<file path="src/rtl/seg_mult_seq_pkg.sv">
// Shared constants, state encoding and sizing helper for the sequential segmented multiplier.
package seg_mult_pkg;

    localparam int SEG_W = 8;

    typedef enum logic [1:0] {
        IDLE = 2'd0,
        CALC = 2'd1,
        DONE = 2'd2
    } state_t;

    function automatic int calc_nseg(input int width);
        return width / SEG_W;
    endfunction

endpackage

</file>
<file path="src/rtl/seg_mult_seq_if.sv">
// Operand/product handshake bundle for seg_mult_seq.
interface seg_mult_seq_if #(
    parameter int WIDTH = 32
);
    logic                 in_valid;
    logic                 in_ready;
    logic [WIDTH-1:0]     in_a;
    logic [WIDTH-1:0]     in_b;
    logic                 in_signed;
    logic                 out_valid;
    logic                 out_ready;
    logic [2*WIDTH-1:0]   out_p;

    modport master (
        output in_valid, in_a, in_b, in_signed, out_ready,
        input  in_ready, out_valid, out_p
    );

    modport slave (
        input  in_valid, in_a, in_b, in_signed, out_ready,
        output in_ready, out_valid, out_p
    );
endinterface

</file>
<file path="src/rtl/seg_mult_seq_mult_8x8.sv">
// Combinational 8x8 unsigned segment multiplier.
module mult_8x8 (
    input  logic [7:0]  a,
    input  logic [7:0]  b,
    output logic [15:0] p
);
    assign p = {8'b0, a} * {8'b0, b};
endmodule

</file>
<file path="src/rtl/seg_mult_seq.sv">
// Sequential WIDTHxWIDTH multiplier: one 8x8 partial product per clock, shifted into a 2*WIDTH accumulator.
//
// state | meaning
// IDLE  | waiting for an operand pair, in_ready high
// CALC  | accumulating partial products, NSEG*NSEG cycles
// DONE  | product held on out_p until out_ready
module seg_mult_seq
    import seg_mult_pkg::*;
#(
    parameter int WIDTH = 32
) (
    input  logic          clk,
    input  logic          rst,
    seg_mult_seq_if.slave bus
);
    localparam int NSEG = calc_nseg(WIDTH);
    localparam int CW   = (NSEG > 1) ? $clog2(NSEG) : 1;
    localparam int PW   = 2 * WIDTH;
    localparam logic [CW-1:0] LAST = CW'(NSEG - 1);

    generate
        if ((WIDTH % SEG_W) != 0 || WIDTH < SEG_W) begin : g_bad_width
            $error("seg_mult_seq: WIDTH must be a multiple of 8 and at least 8");
        end
    endgenerate

    state_t             state, state_nxt;
    logic [WIDTH-1:0]   a_mag, b_mag;
    logic               neg;
    logic [PW-1:0]      acc;
    logic [PW-1:0]      p_q;
    logic [CW-1:0]      i_cnt, j_cnt;
    logic [SEG_W-1:0]   a_seg, b_seg;
    logic [2*SEG_W-1:0] pp;
    logic [PW-1:0]      pp_sh, sum;
    logic               accept, last;

    assign bus.in_ready  = (state == IDLE) && !rst;
    assign bus.out_valid = (state == DONE);
    assign bus.out_p     = p_q;

    assign accept = bus.in_valid && bus.in_ready;
    assign last   = (state == CALC) && (i_cnt == LAST) && (j_cnt == LAST);

    // Constant-index mux keeps every select in range, including NSEG = 1.
    always_comb begin
        a_seg = '0;
        b_seg = '0;
        for (int k = 0; k < NSEG; k++) begin
            if (int'(i_cnt) == k) a_seg = a_mag[k*SEG_W +: SEG_W];
            if (int'(j_cnt) == k) b_seg = b_mag[k*SEG_W +: SEG_W];
        end
    end

    mult_8x8 u_mult (
        .a (a_seg),
        .b (b_seg),
        .p (pp)
    );

    assign pp_sh = PW'(pp) << (SEG_W * (int'(i_cnt) + int'(j_cnt)));
    assign sum   = acc + pp_sh;

    always_ff @(posedge clk) begin
        if (rst) state <= IDLE;
        else     state <= state_nxt;
    end

    always_comb begin
        state_nxt = state;
        case (state)
            IDLE:    if (accept) state_nxt = CALC;
            CALC:    if (last) state_nxt = DONE;
            DONE:    if (bus.out_ready) state_nxt = IDLE;
            default: state_nxt = IDLE;
        endcase
    end

    always_ff @(posedge clk) begin
        if (rst) begin
            a_mag <= '0;
            b_mag <= '0;
            neg   <= 1'b0;
            acc   <= '0;
            p_q   <= '0;
            i_cnt <= '0;
            j_cnt <= '0;
        end else begin
            case (state)
                IDLE: begin
                    if (accept) begin
                        // Negating the most negative value yields 2^(WIDTH-1), still exact unsigned.
                        a_mag <= (bus.in_signed && bus.in_a[WIDTH-1]) ? -bus.in_a : bus.in_a;
                        b_mag <= (bus.in_signed && bus.in_b[WIDTH-1]) ? -bus.in_b : bus.in_b;
                        neg   <= bus.in_signed & (bus.in_a[WIDTH-1] ^ bus.in_b[WIDTH-1]);
                        acc   <= '0;
                        i_cnt <= '0;
                        j_cnt <= '0;
                    end
                end
                CALC: begin
                    acc <= sum;
                    if (i_cnt == LAST) begin
                        i_cnt <= '0;
                        j_cnt <= j_cnt + CW'(1);
                    end else begin
                        i_cnt <= i_cnt + CW'(1);
                    end
                    if (last) p_q <= neg ? -sum : sum;
                end
                default: ;
            endcase
        end
    end

endmodule

</file>
<file path="src/flat_wrapper.sv">
// flat-port wrapper written by rule: the top's interface ports become plain ports
module seg_mult_seq_flat import seg_mult_pkg::*;
#(
    parameter int WIDTH = 32
)
  (clk, rst, bus_in_valid, bus_in_a, bus_in_b, bus_in_signed, bus_out_ready, bus_in_ready, bus_out_valid, bus_out_p);
  seg_mult_seq_if #(.WIDTH(WIDTH)) bus_i ();
  input  logic clk;
  input  logic rst;
  input wire logic [$bits(bus_i.in_valid)-1:0] bus_in_valid;
  input wire logic [$bits(bus_i.in_a)-1:0] bus_in_a;
  input wire logic [$bits(bus_i.in_b)-1:0] bus_in_b;
  input wire logic [$bits(bus_i.in_signed)-1:0] bus_in_signed;
  input wire logic [$bits(bus_i.out_ready)-1:0] bus_out_ready;
  output wire logic [$bits(bus_i.in_ready)-1:0] bus_in_ready;
  output wire logic [$bits(bus_i.out_valid)-1:0] bus_out_valid;
  output wire logic [$bits(bus_i.out_p)-1:0] bus_out_p;
  assign bus_i.in_valid = bus_in_valid;
  assign bus_i.in_a = bus_in_a;
  assign bus_i.in_b = bus_in_b;
  assign bus_i.in_signed = bus_in_signed;
  assign bus_i.out_ready = bus_out_ready;
  assign bus_in_ready = bus_i.in_ready;
  assign bus_out_valid = bus_i.out_valid;
  assign bus_out_p = bus_i.out_p;
  seg_mult_seq #(.WIDTH(WIDTH)) u_core (.clk(clk), .rst(rst), .bus(bus_i));
endmodule
</file>
<file path="config.mk">
export PLATFORM = sky130hd
export DESIGN_NAME = seg_mult_seq_flat
export DESIGN_NICKNAME = d
export VERILOG_FILES = /design/src/rtl/seg_mult_seq_pkg.sv /design/src/rtl/seg_mult_seq_if.sv /design/src/rtl/seg_mult_seq_mult_8x8.sv /design/src/rtl/seg_mult_seq.sv /design/src/flat_wrapper.sv
export SDC_FILE = /design/constraint.sdc
export NUM_CORES = 1
export LEC_CHECK = 0
export CAP_MARGIN = 20
export CORE_MARGIN = 10
export CORE_UTILIZATION = 61
export CTS_CLUSTER_DIAMETER = 100
export DETAILED_ROUTE_END_ITERATION = 7
export PLACE_DENSITY = 0.92
export SLEW_MARGIN = 20
export SYNTH_ARGS = -nofsm -noshare
export SYNTH_HDL_FRONTEND = slang
export SYNTH_SLANG_ARGS = --single-unit
</file>
<file path="constraint.sdc">
create_clock -name clk -period 12.45 [get_ports clk]
set_clock_uncertainty 0.2 [all_clocks]
set_input_delay 2.49 -clock clk [delete_from_list [all_inputs] [get_ports clk]]
set_output_delay 2.49 -clock clk [all_outputs]
set_load 0.03 [all_outputs]
</file>
# Word-level counts from Yosys, hierarchy flattened
# Index checks and enable logic that the tools add are counted.
[word_totals]
n_memories = 0
wordCells = 71
romBits = 0
in_bits = 69
out_inout_bits = 66
ram_bits = 0
ff_bits = 199
latchBits = 0
[classes]
shifts = 1
n_mul = 1
n_eq_ne = 14
bitwise_logic = 2
div_mod_pow = 0
muxes = 22
order_cmp = 0
reduce_logical = 16
addsub = 7
[op_table]
columns = ["op", "count"]
rows = [
  ["64-bit 2-to-1 mux", 2],
  ["64-bit case mux with 2 select lines", 1],
  ["64-bit adder", 1],
  ["32-bit 2-to-1 mux", 2],
  ["8-bit 2-to-1 mux", 8],
  ["32-bit negation", 2],
  ["64-bit negation", 1],
  ["16-bit by 32-bit left shift with 64-bit output", 1],
  ["8-bit by 8-bit multiplier with 16-bit output", 1],
  ["2-bit == test, second input constant", 7],
  ["2-bit 2-to-1 mux", 6],
  ["2-bit case mux with 2 select lines", 2],
  ["2-bit by 1-bit == test with 1-bit output, second input constant", 3],
  ["1-bit logical AND", 6],
  ["2-bit logical NOT", 3],
  ["2-bit case mux with 3 select lines", 1],
  ["2-bit AND reduction", 3],
  ["3-bit AND reduction", 2],
  ["2-bit by 1-bit adder with 2-bit output, second input constant", 2],
  ["2-bit by 1-bit inequality test with 1-bit output, second input constant", 2],
  ["2-bit inequality test, second input constant", 2],
  ["2-bit by 2-bit adder with 3-bit output", 1],
  ["2-bit nonzero test", 1],
  ["1-bit AND", 1],
  ["2 further kinds", 2],
]

# Longest topological paths before layout
[logic_depth]
ltp_word = 10
depth_mapped = 45
mapped_depth_nobuf = 42

# Hierarchy
# From an unflattened synthesis, not the netlist that was laid out.
[unflattened]
hier_cells = 2480
hier_area_um2 = 18201.2
[modules_own_cells]
columns = ["module", "cells_each", "area_each_um2", "instances", "seq_area_each_um2"]
rows = [
  ["seg_mult_seq", 2237, 16087.9, 1, 3983.8],
  ["mult_8x8", 243, 2113.3, 1, 0.0],
]

# Least setup slack after synthesis
# No wires, ideal clock.
[synth_path]
kind = "register -> register"
startpoint = "register u_core.i_cnt[1]"
endpoint = "register u_core.p_q[55] (netlist: u_core.bus.out_p[55])"
setup_ps = 86
required_time_ps = 12164
path_stages_with_launch = 43
slack_ps = 2801
path_buffers = 3
arrival_time_ps = 9363
period_less_slack_ps = 9649
path_cell_list = "dfxtp_1 inv_1 ha_1 clkbuf_1 clkbuf_1 nor2_1 a21oi_1 nor2_1 a21oi_1 nor2_1 a21oi_1 or2_2 fa_1 fa_1 inv_1 fa_1 inv_1 fa_1 [7 not listed] nor3_1 xnor2_1 mux2i_1 and2_1 ha_1 buf_4 nand2_1 nor4_1 o21ai_1 o41ai_1 a21o_1 xor2_1 or4_4 nor4_4 nand3_2 o41ai_1 xor2_1 a211oi_1"
[synth_via]
elab_chain_len = 10
word_cells_on_any_way = 18
classes_between = "3 x add/sub; 1 x mul; 4 x eq/ne; 1 x shift; 5 x mux; 4 x reduce/logical"
[synth_rtl]
columns = ["item", "line", "rtl"]
rows = [
  ["start, declared", "seg_mult_seq.sv:32", "logic [CW-1:0] i_cnt, j_cnt;"],
  ["start signal, assigned", "seg_mult_seq.sv:107", "i_cnt <= i_cnt + CW'(1);"],
  ["2-bit logical NOT", "seg_mult_seq.sv:50", "if (int'(i_cnt) == k) a_seg = a_mag[k*SEG_W +: SEG_W];"],
  ["8-bit 2-to-1 mux (4 in series)", "seg_mult_seq.sv:50", ""],
  ["8-bit by 8-bit multiplier with 16-bit output", "seg_mult_seq_mult_8x8.sv:7", "assign p = {8'b0, a} * {8'b0, b};"],
  ["16-bit by 32-bit left shift with 64-bit output", "seg_mult_seq.sv:61", "assign pp_sh = PW'(pp) << (SEG_W * (int'(i_cnt) + int'(j_cnt)));"],
  ["64-bit adder", "seg_mult_seq.sv:62", "assign sum = acc + pp_sh;"],
  ["64-bit negation", "seg_mult_seq.sv:109", "if (last) p_q <= neg ? -sum : sum;"],
  ["64-bit 2-to-1 mux", "seg_mult_seq.sv:109", ""],
  ["end signal, assigned", "seg_mult_seq.sv:109", ""],
  ["end, declared", "seg_mult_seq.sv:31", "logic [PW-1:0] p_q;"],
]
# Parallel ways exist; a longest one is shown, timed or not.
# A chain may end at the register's enable or synchronous reset.

# Worst setup path in the final report
[layout_path]
startpoint = "register u_core.j_cnt[1]"
endpoint = "register u_core.p_q[59] (netlist: u_core.bus.out_p[59])"
[layout_via]
elab_chain_len = 10
word_cells_on_any_way = 17
classes_between = "3 x add/sub; 1 x mul; 4 x eq/ne; 1 x shift; 5 x mux; 3 x reduce/logical"
[layout_rtl]
columns = ["item", "line", "rtl"]
rows = [
  ["start, declared", "seg_mult_seq.sv:32", ""],
  ["start signal, assigned", "seg_mult_seq.sv:105", "j_cnt <= j_cnt + CW'(1);"],
  ["2-bit logical NOT", "seg_mult_seq.sv:51", "if (int'(j_cnt) == k) b_seg = b_mag[k*SEG_W +: SEG_W];"],
  ["8-bit 2-to-1 mux (4 in series)", "seg_mult_seq.sv:51", ""],
  ["8-bit by 8-bit multiplier with 16-bit output", "seg_mult_seq_mult_8x8.sv:7", ""],
  ["16-bit by 32-bit left shift with 64-bit output", "seg_mult_seq.sv:61", ""],
  ["64-bit adder", "seg_mult_seq.sv:62", ""],
  ["64-bit negation", "seg_mult_seq.sv:109", ""],
  ["64-bit 2-to-1 mux", "seg_mult_seq.sv:109", ""],
]
# Parallel ways exist; a longest one is shown, timed or not.

==> impl_metrics.toml <==
[timing]
tightest_slew_ps = 1280
tns_ps = 0
post-route-min-period_ps = 11510
rsz0062_at_grt = "no"
setup_viol = 0
slew_viol_final = 0
hold_viol_final = 0
slew_headroom_pct = 14.4
fmax_ghz = 0.0869
period_share_pct = 92.4

[synthesis]
syn_inst = 2355
yosysTopAreaCell = "dfxtp_1"
synth_top_cells_by_area = "dfxtp_1 23%, ha_1 8.0%, a21oi_1 6.7%"
ys_warn_count = 0
synth_area_per_cell_um2 = 7.41
synth_ff_type = "dfxtp_1"
seq_area_frac_synth_pct = 22.8
synth_top_area_share_pct = 22.8
synth.distinct_cells = 93
synth_edf_count = 0
synthArstFlopShare_pct = 0
syn_area_mm2 = 0.0174
syn-num-nets = 2573
ys_seq_elements = 199

[worst_setup_path]
cp-start-kind = "flip-flop"
path_max_fanout = 16
cp_common_cell = "a21oi_1"
worst_ep_arrival_time_ps = 11690
endpoint_kind = "flip-flop"
slowest_stage = "or4_1"
crit_required_ps = 12640
slowest_delay_ps = 600
critPathKind = "reg2reg"

[route]
first_iter_violations = 2130
routed_wl_um = 62800
route.detailed.drc = 0
ant_nets = 0
route.vias.total = 18500
wl_per_cell_um = 22.4
dr.pass1.iters = 6
viasPerCell = 6.62

[power_and_ir_drop]
power_density_mw_per_mm2 = 83.1
vdd_drop_max_v = 0.000101
total_power_w = 0.00163
power_leakage_nw = 7.53

[layout]
multi_input_area_mm2 = 0.0127
post-route-util_pct = 70.1
diodes = 0
seqCellArea_mm2 = 0.00399
stdcell_area_mm2 = 0.0196
area_delta_synth_final_pct = 12.6
num-fill-cells = 2278
final_nets = 2628
drive_gt1_share_pct = 6.40
fin_cells = 2800

[global_routing]
antenna_found_initial = 2
grt_start_max_net_pins = 115
grt_pass1_vias = 17800
grt_pass1_wl_um = 97700
track_usage_pct = 34.0
grt-ovfl-total = 0

[die]
die_w_um = 189
pin_count = 135
die_h_um = 189
coreArea_mm2 = 0.0280
std_cell_rows = 61
initial_core_util_pct = 62.3
dieArea_mm2 = 0.0358

[clock_network]
cts_buffers = 17
cts_buffer_depth = 2
cts_root_buffer = "clkbuf_16"
h-tree-depth = 4
cts_tree = "built"
cts_sinks = 199
clkLatencyLatePin_ps = 470
clk_pin_slew_ps = 80

[placement]
dpl.cell_count = 2769
dpl.hpwl_um = 49100
place_area_mm2 = 0.0190
port_buffers = 134
place_congestion = 1.00

[job]
cap_violations = 0

[worst_hold_path]
hp-class = "reg2reg"

[run_status]
status = "finished, final reports clean"
## final cells by class
cell class	count	share of cell area, %
Clock inverter	12	0.567
Timing Repair Buffer	170	8.21
Inverter	73	1.40
Sequential cell	199	20.3
Multi-Input combinational cell	1949	64.8
Clock buffer	19	2.31
Tap cell	378	2.41
## power breakdown
part | switching, W | internal (W) | total (W)
clock | 0.000282 | 0.000273 | 0.000554
combinational | 0.000258 | 0.000145 | 0.000402
sequential | 0.0000193 | 0.000656 | 0.000675
total | 0.000559 | 0.00107 | 0.00163
## layer usage
metal	vias to the layer above	GRT usage [%]	share of wire [%]
li1	8504	-	-
met1	8799	40.4	38
met2	1025	56.4	47
met3	194	7.09	9.4
met4	4	18.3	5.5
met5	-	0	0.043
## critical path, delay by kind of cell, from the launching register on
kind	cells	cell delay [ps]
simple gates	11	2380
xor+xnor	2	580
mux	1	230
flops	1	370
fa+ha+maj	7	3350
compound gates	13	3480
buf+inv	7	810
## cell usage after synthesis, types with 8 or more instances
master and number:
a211oi_1 60, a21o_1 26, a21oi_1 235, a22oi_1 8
a31oi_1 26, and2_1 22, buf_1 8, buf_2 14
clkbuf_1 111, dfxtp_1 199, fa_1 38, ha_1 111
inv_1 73, nand2_1 236, nand2b_1 14, nand3_1 80
nand3b_1 63, nand4_1 28, nor2_1 310, nor2b_1 25
nor3_1 42, nor4_1 21, o211ai_1 12, o21a_1 18
o21ai_0 132, o21ai_1 16, o21bai_1 17, o22ai_1 9
o31ai_1 29, o41ai_1 14, or2_2 25, or3_1 25
or4_1 9, xnor2_1 81, xor2_1 92
## state kept, by name (all words and copies together), names as in the netlist
register	count
u_core.a_mag	32
u_core.b_mag	32
u_core.j_cnt	2
u_core.state	2
u_core.acc	64
u_core.neg	1
u_core.bus.out_p	64
u_core.i_cnt	2
## logic make-up (layout without fill, tap and decap cells)
logic type	Yosys count	count (layout)	share of synthesized area, %
simple gates	940	940	26.4
compound gates	676	676	24.5
buf+inv	207	274	4.58
flops	199	199	22.8
xor+xnor	175	175	8.87
fa+ha+maj	149	149	12.3
mux	9	9	0.531
## layout by cell type (no fill, tap or decap), types with 16 or more instances in the layout
cell             netlist  layout
nor2_1               310     310
nand2_1              236     235
a21oi_1              235     227
dfxtp_1              199     198
clkdlybuf4s50_1        0     133
o21ai_0              132     132
ha_1                 111     111
xor2_1                92      91
xnor2_1               81      81
nand3_1               80      80
inv_1                 73      73
nand3b_1              63      63
a211oi_1              60      60
nor3_1                42      41
fa_1                  38      38
buf_4                  1      36
o31ai_1               29      29
nand4_1               28      28
a21o_1                26      26
a31oi_1               26      26
or2_2                 25      25
or3_1                 25      25
nor2b_1               25      24
and2_1                22      22
nor4_1                21      21
o21a_1                18      18
o21bai_1              17      17
clkbuf_16              0      17
o21ai_1               16      16
## per-stage QoR
stage / hold WS [ps] / worst slack, ps
after floorplan: 237 / 2800
after global placement: 241 / 1190
after detailed placement: 248 / 822
after CTS: 261 / 667
after global routing: 289 / 150
final: 256 / 943
## path summary, 6_finish.rpt
| check | startpoint | to | slack, ps | depth (start not counted) |
|---|---|---|---|---|
| max | u_core.j_cnt[1] | u_core.bus.out_p[59] | 940 | 41 |
| min | u_core.bus.out_p[31] | u_core.bus.out_p[31] | 260 | 2 |
| max reg2reg | u_core.j_cnt[1] | u_core.bus.out_p[59] | 940 | 41 |
| min reg2reg | u_core.bus.out_p[31] | u_core.bus.out_p[31] | 260 | 2 |
## repair_timing
item | CTS | global route
setup buffers | 0 | 0
gates resized for setup | 0 | 10
hold buffers | 0 | 0
endpoints found under the setup margin | 0 | 12
Note: power is estimated with default switching activity, not from simulation.
